==> src/rtl/pipe_ctrl.sv <==
// Stall/flush sequencer for the 5-stage pipeline: prioritised stall vector, deferred
// exceptions, sticky stall watchdog. Optional perf counters under PIPE_CTRL_PERF_EN.
module pipe_ctrl #(
    parameter int CTRL_WIDTH    = 6,
    parameter int PC_WIDTH      = 32,
    parameter int STALL_TIMEOUT = 64
) (
    input  logic                  clk,
    input  logic                  rst,
    input  logic                  stallreq_if,
    input  logic                  stallreq_id,
    input  logic                  stallreq_ex,
    input  logic                  stallreq_mem,
    input  logic                  exc_req,
    input  logic [PC_WIDTH-1:0]   exc_vector,
    output logic [CTRL_WIDTH-1:0] stall,
    output logic                  flush,
    output logic [PC_WIDTH-1:0]   new_pc,
    output logic                  stall_timeout
`ifdef PIPE_CTRL_PERF_EN
    ,
    output logic [31:0]           perf_stall_cycles,
    output logic [31:0]           perf_flush_cnt
`endif
);

    localparam int CW = $clog2(STALL_TIMEOUT) + 1;

    localparam logic [CTRL_WIDTH-1:0] STALL_MEM = CTRL_WIDTH'(6'b011111);
    localparam logic [CTRL_WIDTH-1:0] STALL_EX  = CTRL_WIDTH'(6'b001111);
    localparam logic [CTRL_WIDTH-1:0] STALL_ID  = CTRL_WIDTH'(6'b000111);
    localparam logic [CTRL_WIDTH-1:0] STALL_IF  = CTRL_WIDTH'(6'b000011);

    typedef enum logic {
        RUN,
        EXC_PEND
    } state_t;

    state_t                state_q, state_d;
    logic [PC_WIDTH-1:0]   pend_pc_q, pend_pc_d;
    logic [CW-1:0]         cnt_q, cnt_d;
    logic                  timeout_q, timeout_d;
    logic [CTRL_WIDTH-1:0] req_stall;

    // Highest requesting stage wins; lower stages keep flowing so a bubble enters.
    always_comb begin
        if (stallreq_mem)     req_stall = STALL_MEM;
        else if (stallreq_ex) req_stall = STALL_EX;
        else if (stallreq_id) req_stall = STALL_ID;
        else if (stallreq_if) req_stall = STALL_IF;
        else                  req_stall = '0;
    end

    // NOTE: every output and next-state is given a default first so no path infers a latch.
    always_comb begin
        state_d   = state_q;
        pend_pc_d = pend_pc_q;
        stall     = req_stall;
        flush     = 1'b0;
        new_pc    = '0;

        if (rst) begin
            stall = '0;
        end else begin
            unique case (state_q)
                RUN: begin
                    if (exc_req && !stallreq_mem) begin
                        flush  = 1'b1;
                        new_pc = exc_vector;
                        stall  = '0;
                    end else if (exc_req) begin
                        pend_pc_d = exc_vector;
                        state_d   = EXC_PEND;
                    end
                end
                EXC_PEND: begin
                    // Younger exceptions are dropped: the pending one still owns MEM.
                    if (!stallreq_mem) begin
                        flush   = 1'b1;
                        new_pc  = pend_pc_q;
                        stall   = '0;
                        state_d = RUN;
                    end
                end
                default: state_d = RUN;
            endcase
        end
    end

    always_comb begin
        cnt_d = cnt_q;
        if (stall == '0)          cnt_d = '0;
        else if (cnt_q != '1)     cnt_d = cnt_q + 1'b1;
        timeout_d = timeout_q | (cnt_d >= CW'(STALL_TIMEOUT));
    end

    // NOTE: sequential state uses non-blocking assignments so every register samples pre-edge values.
    always_ff @(posedge clk) begin
        if (rst) begin
            state_q   <= RUN;
            pend_pc_q <= '0;
            cnt_q     <= '0;
            timeout_q <= 1'b0;
        end else begin
            state_q   <= state_d;
            pend_pc_q <= pend_pc_d;
            cnt_q     <= cnt_d;
            timeout_q <= timeout_d;
        end
    end

    assign stall_timeout = timeout_q;

`ifdef PIPE_CTRL_PERF_EN
    logic [31:0] perf_stall_q, perf_flush_q;

    always_ff @(posedge clk) begin
        if (rst) begin
            perf_stall_q <= '0;
            perf_flush_q <= '0;
        end else begin
            if (stall != '0) perf_stall_q <= perf_stall_q + 32'd1;
            if (flush)       perf_flush_q <= perf_flush_q + 32'd1;
        end
    end

    assign perf_stall_cycles = perf_stall_q;
    assign perf_flush_cnt    = perf_flush_q;
`endif

endmodule

==> config.mk <==
export PLATFORM = sky130hd
export DESIGN_NAME = pipe_ctrl
export DESIGN_NICKNAME = d
export VERILOG_FILES = /design/src/rtl/pipe_ctrl.sv
export SDC_FILE = /design/constraint.sdc
export NUM_CORES = 1
export LEC_CHECK = 0
export ABC_AREA = 1
export CAP_MARGIN = 20
export CORE_MARGIN = 8
export CORE_UTILIZATION = 41
export CTS_BUF_LIST = sky130_fd_sc_hd__clkbuf_2
export DETAILED_ROUTE_END_ITERATION = 8
export PLACE_DENSITY_LB_ADDON = 0.2
export SLEW_MARGIN = 20
export SYNTH_ARGS = -nofsm -noshare
export SYNTH_HDL_FRONTEND = slang
export SYNTH_SLANG_ARGS = --single-unit
==> constraint.sdc <==
create_clock -name clk -period 1.2 [get_ports clk]
set_clock_uncertainty 0.2 [all_clocks]
set_input_delay 0.18 -clock clk [delete_from_list [all_inputs] [get_ports clk]]
set_output_delay 0.18 -clock clk [all_outputs]
set_load 0.02 [all_outputs]
**Word level (Yosys, flattened, before mapping)**

Cells that the tools add are included.

- Muxes and demuxes: 22
- Eq/ne operators: 1
- Order comparisons: 1
- $add $sub $neg: 1
- Bitwise logic cells: 3
- Div/mod/pow operators: 0
- $mul: 0
- Reduce and logical (&&, ||, !) cells: 4
- Shift-type cells: 0

Operator list:

| kind | count |
|---|---|
| $mux W32 | 3 |
| $pmux W32 S2 | 1 |
| $mux W6 | 3 |
| $mux W7 | 2 |
| $pmux W6 S2 | 1 |
| $add A7 B1 Y7 const B | 1 |
| $ge A7 B7 Y1 const B | 1 |
| $ne A7 B7 Y1 const B | 1 |
| $logic_not A6 Y1 | 1 |
| $mux W1 | 6 |
| $mux W5 | 1 |
| $mux W4 | 1 |
| $pmux W1 S2 | 2 |
| $mux W3 | 1 |
| $reduce_and A3 Y1 | 1 |
| $mux W2 | 1 |
| $not A1 Y1 | 2 |
| $logic_and A1 B1 Y1 | 1 |
| $logic_not A1 Y1 | 1 |
| $or A1 B1 Y1 | 1 |

- Memory bits (writable): 0
- Memory bits (read-only): 0
- Latch bits: 0
- Bits of input ports: 39
- Memories: 0
- Register bits: 41

**Longest topological paths before layout**

- Word-level depth: 11
- Gate-level depth with buffers: 8
- Mapped depth without buffers: 8

**Least setup slack after synthesis**

OpenSTA, ideal clock, no wires.

- Kind: reg-to-output
- Start: register state_q
- End: output port new_pc[10]
- Path buffers: 1
- Stages on the path, launching flop included: 6
- Arrival time: 1.109 ns
- Path slack: -0.289 ns
- Cells stage by stage: dfxtp_1 -> nand2_2 -> inv_4 -> buf_6 -> a22oi_1 -> nor2_1

- Cells in the longest elaborated chain, start to end: 3

Ends and longest elaborated chain:

| element | line | source |
|---|---|---|
| start: declaration | 39 | `state_t state_q, state_d;` |
| start signal: assignment | 105 | `state_q <= state_d;` |
| $not A1 Y1 | - |  |
| $pmux W32 S2 (*) | 65 | `unique case (state_q)` |
| $mux W32 (*) | 62 | `if (rst) begin` |
| end: declaration | 18 | `output logic [PC_WIDTH-1:0] new_pc,` |

Every way passes the cells marked *; elsewhere a longest branch is shown, timed or not.

**Worst setup path in the final report**

- Start: register state_q
- End: output port new_pc[0]

The elaborated chain is that of the path after synthesis.

==> key figures <==
Timing
  – Worst rel slew slack: 65.85%
  – Post-layout min period: 1.869 ns
  – Fin crit share: 155.8%
  – Hold Fails Final Rpt: 0
  – Pins Over Slew Limit: 0
  – Final setup violation count: 77
  – Highest clock rate: 0.5350 GHz
  – RSZ-0062 raised after global routing: true
  – Worst-margin pin slew: 0.5122 ns
  – Final hold slack: 0.09617 ns
  – Setup tns final: -34.32 ns
  – Worst setup margin: -0.6691 ns

Floorplanning
  – Die Span X: 87.43 µm
  – Starting density of the core: 41.76%
  – Io pins: 79
  – Die height: 87.43 µm
  – Core area: 0.005010 mm²
  – Die area: 0.007644 mm²
  – Row cnt: 26

Logic synthesis
  – Post-Synthesis Cell Area: 0.002092 mm²
  – Synth Warn #: 0
  – Synthesized flop and latch total: 41
  – Post-synthesis sequential area ratio: 39.23%
  – Library cells used by synthesis: 27
  – Syn Area/Cell: 7.214 µm²
  – Synth Instances: 290
  – Syn Nets: 330

Route
  – Via Count: 2,320
  – Drt total wl: 7031 µm
  – Avg WL per Cell: 15.32 µm
  – Remaining routing DRC violations: 0
  – Pre-Repair DR Iteration Count: 4
  – Remaining antenna violation count: 0
  – DRT iter0 DRCs: 73
  – Via density per instance: 5.054

GRT
  – Initial antenna violation count: 1
  – GRT overflow: 0
  – Number of global-route vias before repair: 2,262
  – Gr usage total: 18.41%
  – Largest net degree at the start of global routing: 34
  – First-pass GRT wire length: 11,130 µm

Placement
  – Post-DP HPWL: 4597 µm
  – Post-Place Worst Slack: -1.178 ns
  – RePlAce Congestion: 0.7992
  – Port bufs: 77
  – Dpl cell area: 0.003470 mm²

Finish
  – Design area: 0.003925 mm²
  – Nets: 428
  – Most frequent cells in the layout: 69 x nor2_1, 44 x buf_6, 36 x dfxtp_1
  – Most common cell after layout, fill and taps aside: nor2_1
  – Share of layout cells above drive strength 1: 54.12%
  – Synth-to-layout area growth: 87.62%
  – Area of the multi-input gates: 0.001605 mm²
  – Filler Cell Count: 366
  – Register area: 829.5 µm²

CTS
  – Clock-pin transition on the worst setup and hold timing paths: 0.18 ns
  – Sink Count: 41
  – Skew-Pair Late Insertion Delay: 0.37 ns
  – Root Buffer: clkbuf_2
  – CTS tree: done
  – Clock Tree Buf Depth: 2
  – TritonCTS buffer count: 5
  – H-tree level count: 2

Worst setup path
  – Startpoint types: flip-flop
  – RR Startpoint: state_q
  – Critical path fanouts, max: 9
  – RR Endpoint: pend_pc_q[5]
  – CP required: 0.82 ns
  – Reg-to-reg setup timing slack: -0.36 ns
  – CP Class: reg -> out
  – Critical Path AT: 1.49 ns
  – Crit end category: output port
  – R2R cell count: 8

Worst hold path
  – Hold endpoint: cnt_q[6]
  – Worst hold path cell count: 6
  – Hold Path Class: in -> reg
  – HP Start: rst

Flow run
  – Max-cap viol count: 0

Power
  – Pleak: 1.510 nW
  – Design Power: 3.080 mW
  – PwrDens: 784.7 mW/mm²
  – Maximum VDD drop: 0.7397 mV

Run status
  – Violated checks: setup timing
  – Status: complete, but fails checks
==> worst max path at each step <==
stage / slack (ns) / startpoint / endpoint / cells past startpoint
floorplan: -0.09 / state_q / new_pc[0] / 5
global placement: -1.16 / stallreq_mem / new_pc[8] / 8
detailed placement: -1.18 / stallreq_mem / new_pc[8] / 8
CTS: -0.73 / state_q / new_pc[17] / 6
global route: -0.77 / state_q / new_pc[20] / 6
finish: -0.67 / state_q / new_pc[0] / 6
==> metrics by stage <==
stage | util [%] | std cells
6_report | 78.35 | 459
2_1_floorplan | - | 290
5_1_grt | 78.35 | 459
3_3_place_gp | 69.26 | 440
3_5_place_dp | 69.26 | 440
4_1_cts | 76.22 | 457
==> registers in the layout, indices dropped and copies added, names as in the netlist <==
name and cells:
pend_pc_q 32, stall_timeout 1, cnt_q 7, state_q 1
==> logic make-up after synthesis <==
family	Yosys count	share of synthesized area [%]
adders and majority gates	1	0.5980
other	1	0.1793
buffers and inverters	39	10.83
and+or+nand+nor	136	26.14
AOI/OAI and AO/OA	70	22.19
xor gates and xnor gates	2	0.8375
DFF	41	39.23
==> cells in the mapped netlist (all sizes together) <==
master	instances	share of area, %
xnor2	2	0.84
inv	18	3.3
conb	1	0.18
nor2	111	20
o21ai	34	8.1
a31oi	1	0.30
a21oi	2	0.48
o21a	1	0.36
nand4	1	0.30
ha	1	0.60
clkbuf	5	0.90
a22oi	32	13
dfxtp	41	39
buf	16	6.6
nand2	17	3.4
nand3	7	2.2
==> power by group <==
part / switching, mW / internal, mW / total [mW]
sequential: 0.0623 / 1.44 / 1.51
combinational: 0.515 / 0.505 / 1.02
clock: 0.417 / 0.136 / 0.553
==> repair_timing <==
action                                  in CTS  in global routing
hold buffers                                 1                  0
cloned                                       5                  0
endpoints found under the hold margin        1                  0
endpoints found under the setup margin      79                 79
pin swaps                                   22                 14
setup buffers                                4                  1
gates resized for setup                    275                 36
==> critical path: stages, from the launching register on <==
cell	delay (ns)
dfxtp_4	0.40
nor2_4	0.14
buf_12	0.13
buf_12	0.13
a22oi_2	0.07
nor2_4	0.12
buf_6	0.12
==> cell type report <==
cell class	count	share of cell area, %
clock inverter	1	0.09563
antenna	1	0.06376
sequential	41	21.13
clock buffer	6	0.7651
multi-input combinational	210	40.90
timing repair buffer	112	32.71
tap	70	2.231
inverter	18	2.104
==> per-layer routing <==
layer / part of all wire [%] / track usage [%] / wire, µm / vias up
li1: - / - / - / 1155
met1: 41 / 21.39 / 2890 / 1104
met2: 51 / 31.27 / 3578 / 59
met3: 7.5 / 6.038 / 528 / 2
met4: 0.47 / 5.156 / 33 / 0
met5: 0 / 0 / 0 / -
Power figures use the tool's default switching activity.
